$ cat src/rtl/led_pattern_ctrl_pkg.sv
// Shared types and constants for the front-panel LED pattern controller.
package led_ctrl_pkg;

  typedef enum logic [1:0] {
    MIRROR = 2'd0,
    COUNT  = 2'd1,
    ROTATE = 2'd2,
    BOUNCE = 2'd3
  } mode_t;

  localparam int MODE_CNT   = 4;
  localparam int PWM_W      = 4;
  localparam int INIT_COUNT = 0;
  localparam int INIT_SHIFT = 1;

  function automatic mode_t next_mode(input mode_t m);
    return mode_t'((int'(m) + 1) % MODE_CNT);
  endfunction

endpackage

$ cat src/rtl/led_pattern_ctrl_debounce.sv
// One pushbutton: 2-flop synchroniser, stability counter and press pulse (stable 1->0).
module key_debounce
  import led_ctrl_pkg::*;
#(
  parameter int DEB_CYCLES = 16
) (
  input  logic clk,
  input  logic rst_n,
  input  logic key,
  output logic stable,
  output logic press
);

  localparam int CW = $clog2(DEB_CYCLES);

  logic          key_p0, key_p1;
  logic [CW-1:0] cnt;

  always_ff @(posedge clk or negedge rst_n) begin
    if (!rst_n) begin
      key_p0 <= 1'b1;
      key_p1 <= 1'b1;
      stable <= 1'b1;
      cnt    <= '0;
      press  <= 1'b0;
    end else begin
      key_p0 <= key;
      key_p1 <= key_p0;
      press  <= 1'b0;
      // key_p1 -> stable: accept only after DEB_CYCLES consecutive differing samples
      if (key_p1 == stable) begin
        cnt <= '0;
      end else if (cnt == CW'(DEB_CYCLES - 1)) begin
        stable <= key_p1;
        cnt    <= '0;
        press  <= ~key_p1;
      end else begin
        cnt <= cnt + 1'b1;
      end
    end
  end

endmodule

$ cat src/rtl/led_pattern_ctrl.sv
// Front-panel controller: debounced keys pick one of four LED animations paced by SW.
// Define LED_PWM_EN to dim the LED bank with a 16-slot PWM of PWM_DUTY on-slots.
module led_pattern_ctrl
  import led_ctrl_pkg::*;
#(
  parameter int LED_W      = 8,
  parameter int SW_W       = 4,
  parameter int KEY_W      = 2,
  parameter int DEB_CYCLES = 16,
  parameter int TICK_DIV   = 8,
  parameter int PWM_DUTY   = 8
) (
  input  logic             clk,
  input  logic             rst_n,
  input  logic [SW_W-1:0]  SW,
  input  logic [KEY_W-1:0] KEY,
  output logic [LED_W-1:0] LED
);

  localparam int MAX_LIM = TICK_DIV * (2 ** SW_W);
  localparam int PS_W    = $clog2(MAX_LIM) + 1;
  localparam int MW      = (SW_W < LED_W) ? SW_W : LED_W;

  logic [SW_W-1:0]  sw_p0, sw_p1;
  logic [KEY_W-1:0] key_stable, press;
  logic             key_unused;
  mode_t            mode;
  logic             run, dir_left, tick;
  logic [LED_W-1:0] pattern, sw_ext, led_src;
  logic [PS_W-1:0]  presc, limit;

  function automatic logic [LED_W-1:0] init_pattern(input mode_t m);
    case (m)
      MIRROR:  return '0;
      COUNT:   return LED_W'(INIT_COUNT);
      default: return LED_W'(INIT_SHIFT);
    endcase
  endfunction

  for (genvar g = 0; g < KEY_W; g++) begin : g_deb
    key_debounce #(.DEB_CYCLES(DEB_CYCLES)) u_deb (
      .clk    (clk),
      .rst_n  (rst_n),
      .key    (KEY[g]),
      .stable (key_stable[g]),
      .press  (press[g])
    );
  end
  assign key_unused = ^key_stable;

  // SW -> sw_p0 -> sw_p1 synchroniser
  always_ff @(posedge clk or negedge rst_n) begin
    if (!rst_n) begin
      sw_p0 <= '0;
      sw_p1 <= '0;
    end else begin
      sw_p0 <= SW;
      sw_p1 <= sw_p0;
    end
  end

  assign limit = PS_W'(TICK_DIV * (int'(sw_p1) + 1) - 1);
  assign tick  = (presc == limit);

  always_ff @(posedge clk or negedge rst_n) begin
    if (!rst_n) begin
      mode     <= MIRROR;
      run      <= 1'b1;
      presc    <= '0;
      pattern  <= '0;
      dir_left <= 1'b1;
    end else begin
      if (press[1]) run <= ~run;
      // A mode change swallows any tick landing in the same cycle.
      if (press[0]) begin
        mode     <= next_mode(mode);
        pattern  <= init_pattern(next_mode(mode));
        dir_left <= 1'b1;
        presc    <= '0;
      end else if (run) begin
        presc <= (presc >= limit) ? '0 : presc + 1'b1;
        if (tick) begin
          case (mode)
            COUNT:  pattern <= pattern + 1'b1;
            ROTATE: pattern <= {pattern[LED_W-2:0], pattern[LED_W-1]};
            BOUNCE: begin
              if (dir_left) begin
                pattern <= pattern << 1;
                if (pattern[LED_W-2]) dir_left <= 1'b0;
              end else begin
                pattern <= pattern >> 1;
                if (pattern[1]) dir_left <= 1'b1;
              end
            end
            default: ;
          endcase
        end
      end
    end
  end

  always_comb begin
    sw_ext         = '0;
    sw_ext[MW-1:0] = sw_p1[MW-1:0];
  end

  assign led_src = (mode == MIRROR) ? sw_ext : pattern;

  // pattern/sw_p1 -> LED output register
`ifdef LED_PWM_EN
  logic [PWM_W-1:0] pwm_cnt;

  always_ff @(posedge clk or negedge rst_n) begin
    if (!rst_n) begin
      pwm_cnt <= '0;
      LED     <= '0;
    end else begin
      pwm_cnt <= pwm_cnt + 1'b1;
      LED     <= (int'(pwm_cnt) < PWM_DUTY) ? led_src : '0;
    end
  end
`else
  logic pwm_unused;
  assign pwm_unused = (PWM_DUTY != 0);

  always_ff @(posedge clk or negedge rst_n) begin
    if (!rst_n) LED <= '0;
    else        LED <= led_src;
  end
`endif

endmodule

$ cat config.mk
export PLATFORM = sky130hd
export DESIGN_NAME = led_pattern_ctrl
export DESIGN_NICKNAME = d
export VERILOG_FILES = /design/src/rtl/led_pattern_ctrl_pkg.sv /design/src/rtl/led_pattern_ctrl_debounce.sv /design/src/rtl/led_pattern_ctrl.sv
export SDC_FILE = /design/constraint.sdc
export NUM_CORES = 1
export LEC_CHECK = 0
export BUFFER_PORTS_ARGS = -buffer_cell sky130_fd_sc_hd__buf_2
export CAP_MARGIN = 10
export CORE_MARGIN = 2
export CORE_UTILIZATION = 50
export DETAILED_ROUTE_END_ITERATION = 16
export PLACE_DENSITY_LB_ADDON = 0.25
export REMOVE_ABC_BUFFERS = 1
export SETUP_SLACK_MARGIN = 0.2
export SKIP_CTS_REPAIR_TIMING = 1
export SLEW_MARGIN = 20
export SYNTH_ARGS = -nofsm -noshare
export SYNTH_HDL_FRONTEND = slang
export SYNTH_SLANG_ARGS = --single-unit
$ cat constraint.sdc
create_clock -name clk -period 2.6 [get_ports clk]
set_input_delay 0.26 -clock clk [delete_from_list [all_inputs] [get_ports clk]]
set_output_delay 0.26 -clock clk [all_outputs]
set_load 0.05 [all_outputs]
==> results.py, run 1 <==
metrics = {
    "outcome": {
        "outcome": "finished clean",
    },
    "sta": {
        "maxSlewHeadroom_pct": 64.7,
        "final_max_slew_viol_count": 0,
        "tns_ns": 0,
        "fin_skew_ns": 0.0142,
        "hold-worst-slack_ns": 0.0536,
        "fmax_mhz": 407,
        "fin_crit_sh_pct": 94.5,
        "hold_viol": 0,
        "rsz0062_at_grt": "yes",
        "finalCriticalPeriod_ns": 2.46,
        "setup_viol": 0,
        "worst_slack_ns": 0.142,
        "tightest_slew_ns": 0.528,
    },
    "min_path": {
        "worstHoldEndpoint": "sw_p0[3]",
        "hold_class": "primary input to flop",
        "min_path_cells": 1,
        "worstHoldStart": "SW[3]",
    },
    "cells_and_area": {
        "final_util_pct": 60.9,
        "layout_commonest_cell": "dfrtp_1",
        "final_nets": 277,
        "mostFrequentLayoutCells": "dfrtp_1 (43), nand2_1 (15), buf_2 (15)",
        "fin_area_um2": 2930,
        "drive_gt1_share_pct": 29.3,
        "area_growth_pct": 15.8,
        "diodes": 0,
        "instances_no_fill": 323,
    },
    "clock_tree": {
        "clockBufferDepth": 2,
        "clock_sinks": 52,
        "clk_latency_ns": 0.30,
        "ctsHtreeMaxLevel": 2,
        "cts_tree": "done",
        "clkTransAtPathRegs_ns": 0.09,
        "cts_made_buffers": 5,
        "cts-root-buf": "clkbuf_8",
    },
    "global_routing": {
        "grtUsageTotal_pct": 18.2,
        "grt_max_degree": 31,
        "first_global_vias": 1723,
        "antenna_found_initial": 0,
        "grt_pass1_wl_um": 7950,
        "grt-ovfl-total": 0,
    },
    "detailed_routing": {
        "via_count": 1822,
        "drt-initial-drc-count": 181,
        "wl_per_cell_um": 14.6,
        "viasPerCell": 5.64,
        "drt-total-wl_um": 4720,
        "ant_nets": 0,
        "first_pass_iters": 4,
        "drc": 0,
    },
    "setup_path": {
        "worstPathMaxFanout": 6,
        "rr_worst_depth": 12,
        "arrival_ns": 2.70,
        "r2r-start": "sw_p1[1]",
        "crit_start": "sw_p1[1]",
        "start_kind": "flop",
        "worst-r2r-setup-slack_ns": 0.14,
        "path_class": "flop to flop",
        "r2r_end": "presc[2]",
        "critPathCaptureType": "flop",
        "worstPathRequired_ns": 2.84,
    },
    "die": {
        "io_pins": 16,
        "die_w_um": 75.2,
        "start_util_pct": 52.6,
        "dieHeight_um": 75.2,
        "row_count": 25,
        "die-area_um2": 5650,
        "core_um2": 4820,
    },
    "placed_design": {
        "pre_cts_ws_ns": -0.0435,
        "port_buffers": 15,
        "gp_congestion": 0.892,
        "hpwl_um": 3040,
        "place_inst": 308,
        "placed_cell_area_um2": 2680,
    },
    "yosys": {
        "synth_area_per_cell_um2": 11.0,
        "async_flop_share_pct": 100,
        "syn-cell-area_um2": 2530,
        "synth_edf_count": 0,
        "seq_area_frac_synth_pct": 51.8,
        "synth_cells": 230,
        "synth_cell_type_count": 47,
        "ys_ff_latch": 52,
        "synth_top_flop_cell": "dfrtp_1",
        "ys_warn_count": 0,
    },
    "power": {
        "power_mw": 1.38,
        "p_leak_nw": 1.31,
        "ir_drop_uv": 320,
        "powerDensity_nw_per_um2": 469,
    },
    "flow_run": {
        "cap_violations": 0,
    },
}
where the power goes:
group	total, mW	leakage, nW	switching (mW)	internal, mW
Combinational	0.0938	0.599	0.0543	0.0395
Clock	0.435	0.0422	0.246	0.189
Sequential	0.846	0.664	0.0151	0.831
logic make-up (layout without fill, tap and decap cells):
group                      after synthesis  in the layout  synth area share (%)
muxes                                    8              8                  3.56
buffers and inverters                   17             43                  3.21
xor gates and xnor gates                11             11                  3.80
adders and majority gates               14             14                  6.91
AOI/OAI and AO/OA                       58             58                  15.4
and+or+nand+nor                         70             70                  15.4
DFF                                     52             52                  51.8
flip-flops by register name, indices dropped and copies added (netlist names):
register            flops
pattern                 8
g_deb.u_deb.key_p0      2
mode                    2
sw_p1                   4
presc                   8
g_deb.u_deb.stable      2
dir_left                1
run                     1
g_deb.u_deb.press       2
sw_p0                   4
LED                     8
g_deb.u_deb.cnt         8
g_deb.u_deb.key_p1      2
Yosys cell counts, types with 3 or more instances:
| master | number | share of area [%] |
|---|---|---|
| a21oi_1 | 12 | 2.4 |
| nor2_1 | 11 | 1.6 |
| o21ai_0 | 14 | 2.8 |
| nand2b_1 | 3 | 0.74 |
| nor2b_1 | 6 | 1.5 |
| dfrtp_1 | 44 | 43 |
| nand2_1 | 16 | 2.4 |
| nand4_1 | 4 | 0.99 |
| nand3_1 | 10 | 2.0 |
| nor3b_1 | 5 | 1.5 |
| a311oi_1 | 3 | 1.0 |
| buf_2 | 3 | 0.59 |
| a211oi_1 | 3 | 0.89 |
| xor2_1 | 5 | 1.7 |
| xnor2_1 | 6 | 2.1 |
| dfstp_2 | 8 | 8.3 |
| a22oi_1 | 5 | 1.5 |
| a21o_1 | 5 | 1.5 |
| nor3_1 | 3 | 0.59 |
| o31ai_1 | 3 | 0.89 |
| inv_1 | 8 | 1.2 |
| mux2_2 | 8 | 3.6 |
| ha_1 | 14 | 6.9 |
metal layers:
layer	GRT usage, %	up-vias	share of wire (%)
li1	-	881	-
met1	24.6	885	46
met2	29.3	46	47
met3	3.35	10	4.9
met4	6.82	0	1.7
met5	0	-	0
how the worst max path moves through the flow:
stage / to / cells past startpoint / slack, ns
floorplan: pattern[0] / 10 / 0.07
detailed placement: presc[5] / 10 / -0.04
global route: presc[2] / 12 / 0.002
global placement: presc[5] / 10 / 0.09
CTS: presc[5] / 10 / -0.05
finish: presc[2] / 12 / 0.14
worst max-delay path: stages (launching register included):
cell and delay, ns:
dfrtp_2 0.45, ha_4 0.29, nand3_2 0.05, o21ai_1 0.08
nand2_1 0.07, xor2_1 0.14, ha_1 0.34, a21o_1 0.20
a211oi_2 0.22, o21ai_2 0.14, buf_4 0.17, o21ai_2 0.12
o2bb2ai_2 0.12
final cells by class:
cell class              count  area (µm²)
clock buffers               7        76.3
clock inverters             1        5.00
fillers                   419        1880
inverters                   8        30.0
multi-input cells         161        1250
flip-flops and latches     52        1310
well taps                  67        83.8
repair buffers             27         175
Note: power is estimated with default switching activity, not from simulation.
==> inputs of run 2 (changes only) <==
Settings changed: CORE_MARGIN 2 to 5.
==> run 2 against run 1 <==
Against the previous run:
- flip-flop and latch count stayed put
- combinational power increased by 2%
- worst setup slack worse by 0.076 ns
- sequential power barely moved
- worst hold slack got worse by 0.0053 ns
- critical path type unchanged
- highest routed layer unchanged
==> results.py, run 2 (synthesis gave the netlist of run 1 again) <==
metrics = {
    "outcome": {
        "outcome": "finished clean",
    },
    "detailed_routing": {
        "viasPerCell": 5.44,
        "drt-initial-drc-count": 131,
        "drt-total-wl_um": 4710,
        "ant_nets": 0,
        "via_count": 1785,
        "wl_per_cell_um": 14.4,
        "first_pass_iters": 4,
        "drc": 0,
    },
    "sta": {
        "final_max_slew_viol_count": 0,
        "maxSlewHeadroom_pct": 65.4,
        "hold_viol": 0,
        "fin_crit_sh_pct": 97.4,
        "fin_skew_ns": 0.00753,
        "finalCriticalPeriod_ns": 2.53,
        "fmax_mhz": 395,
        "hold-worst-slack_ns": 0.0483,
        "rsz0062_at_grt": "yes",
        "setup_viol": 0,
        "tightest_slew_ns": 0.515,
    },
    "setup_path": {
        "worstPathMaxFanout": 8,
        "arrival_ns": 2.76,
        "start_kind": "flop",
        "path_class": "flop to flop",
        "worstPathRequired_ns": 2.82,
        "critPathCaptureType": "flop",
    },
    "cells_and_area": {
        "fin_area_um2": 3010,
        "drive_gt1_share_pct": 30.2,
        "area_growth_pct": 18.7,
        "instances_no_fill": 328,
        "mostFrequentLayoutCells": "dfrtp_1 (44), buf_2 (16), nand2_1 (15)",
        "final_nets": 279,
        "diodes": 0,
        "layout_commonest_cell": "dfrtp_1",
    },
    "power": {
        "p_leak_nw": 1.34,
        "ir_drop_uv": 331,
        "powerDensity_nw_per_um2": 497,
    },
    "clock_tree": {
        "clk_latency_ns": 0.30,
        "clock_sinks": 52,
        "ctsHtreeMaxLevel": 2,
        "clockBufferDepth": 2,
        "cts_made_buffers": 5,
        "clkTransAtPathRegs_ns": 0.09,
        "cts-root-buf": "clkbuf_8",
        "cts_tree": "done",
    },
    "die": {
        "core_um2": 5010,
        "start_util_pct": 50.6,
        "die_w_um": 81.2,
        "die-area_um2": 6590,
        "io_pins": 16,
        "row_count": 26,
        "dieHeight_um": 81.2,
    },
    "global_routing": {
        "first_global_vias": 1665,
        "grt_pass1_wl_um": 7840,
        "grtUsageTotal_pct": 15.3,
        "antenna_found_initial": 0,
        "grt_max_degree": 53,
        "grt-ovfl-total": 0,
    },
    "placed_design": {
        "gp_congestion": 0.860,
        "port_buffers": 15,
        "hpwl_um": 3100,
        "placed_cell_area_um2": 2700,
        "place_inst": 312,
    },
    "min_path": {
        "hold_class": "primary input to flop",
    },
    "flow_run": {
        "cap_violations": 0,
    },
}
run 2: cell count changes in the layout (fill, tap and decap cells not counted), sizes merged:
cell | previous run | this run
clkinv | 1 | 0
inv | 8 | 9
bufinv | 0 | 1
clkbuf | 7 | 6
buf | 26 | 28
run 2: power breakdown:
part | leakage (nW) | internal, mW | switching [mW]
Combinational | 0.621 | 0.0403 | 0.0555
Sequential | 0.665 | 0.831 | 0.0150
Clock | 0.0558 | 0.291 | 0.262
Total | 1.34 | 1.16 | 0.332
run 2: worst paths after layout:
check / from / slack (ns) / endpoint / cells past startpoint
worst max-delay path: sw_p1[1] / 0.07 / presc[5] / 11
worst min-delay path: KEY[0] / 0.05 / g_deb[0].u_deb.key_p0 / 1
worst max register to register: sw_p1[1] / 0.07 / presc[5] / 11
worst min register to register: sw_p0[2] / 0.36 / sw_p1[2] / 0
max in group asynchronous: rst_n / 1.85 / run / 3
min in group asynchronous: rst_n / 0.47 / g_deb[1].u_deb.cnt[0] / 3
run 2: layout make-up:
cell class	instances	area [µm²]
sequential	52	1310
tap	70	87.6
clock buffer	6	72.6
multi-input combinational	161	1260
timing repair buffer	29	204
fill	439	2000
clock inverter	2	38.8
inverter	8	30.0
run 2: worst max-delay path: stages (launching register included):
cell and delay (ns):
dfrtp_1 0.44, ha_4 0.30, nand3_2 0.06, o21ai_1 0.08, nand2_1 0.07, xor2_1 0.14
ha_1 0.35, a21o_1 0.21, a211oi_2 0.28, o21ai_4 0.15, nand2b_4 0.20, o31ai_4 0.17
run 2: per-layer routing:
layer	vias to the layer above	GRT usage [%]	part of all wire [%]
li1	882	-	-
met1	850	21.2	47
met2	48	24.3	46
met3	5	3.44	5.2
met4	0	4.05	1.1
met5	-	0	0
run 2: per-stage QoR:
| step | util [%] | total power, mW | setup TNS [ns] | worst slack (ns) |
|---|---|---|---|---|
| floorplan | - | 0.906 | 0 | 0.0743 |
| global placement | 53.9 | 0.942 | 0 | 0.0667 |
| detailed placement | 53.9 | 0.944 | -0.0894 | -0.0894 |
| CTS | 56.2 | 1.50 | -0.0830 | -0.0801 |
| global route | 60.0 | 1.56 | -0.227 | -0.0849 |
| finish | 60.0 | 1.49 | 0 | 0.0665 |
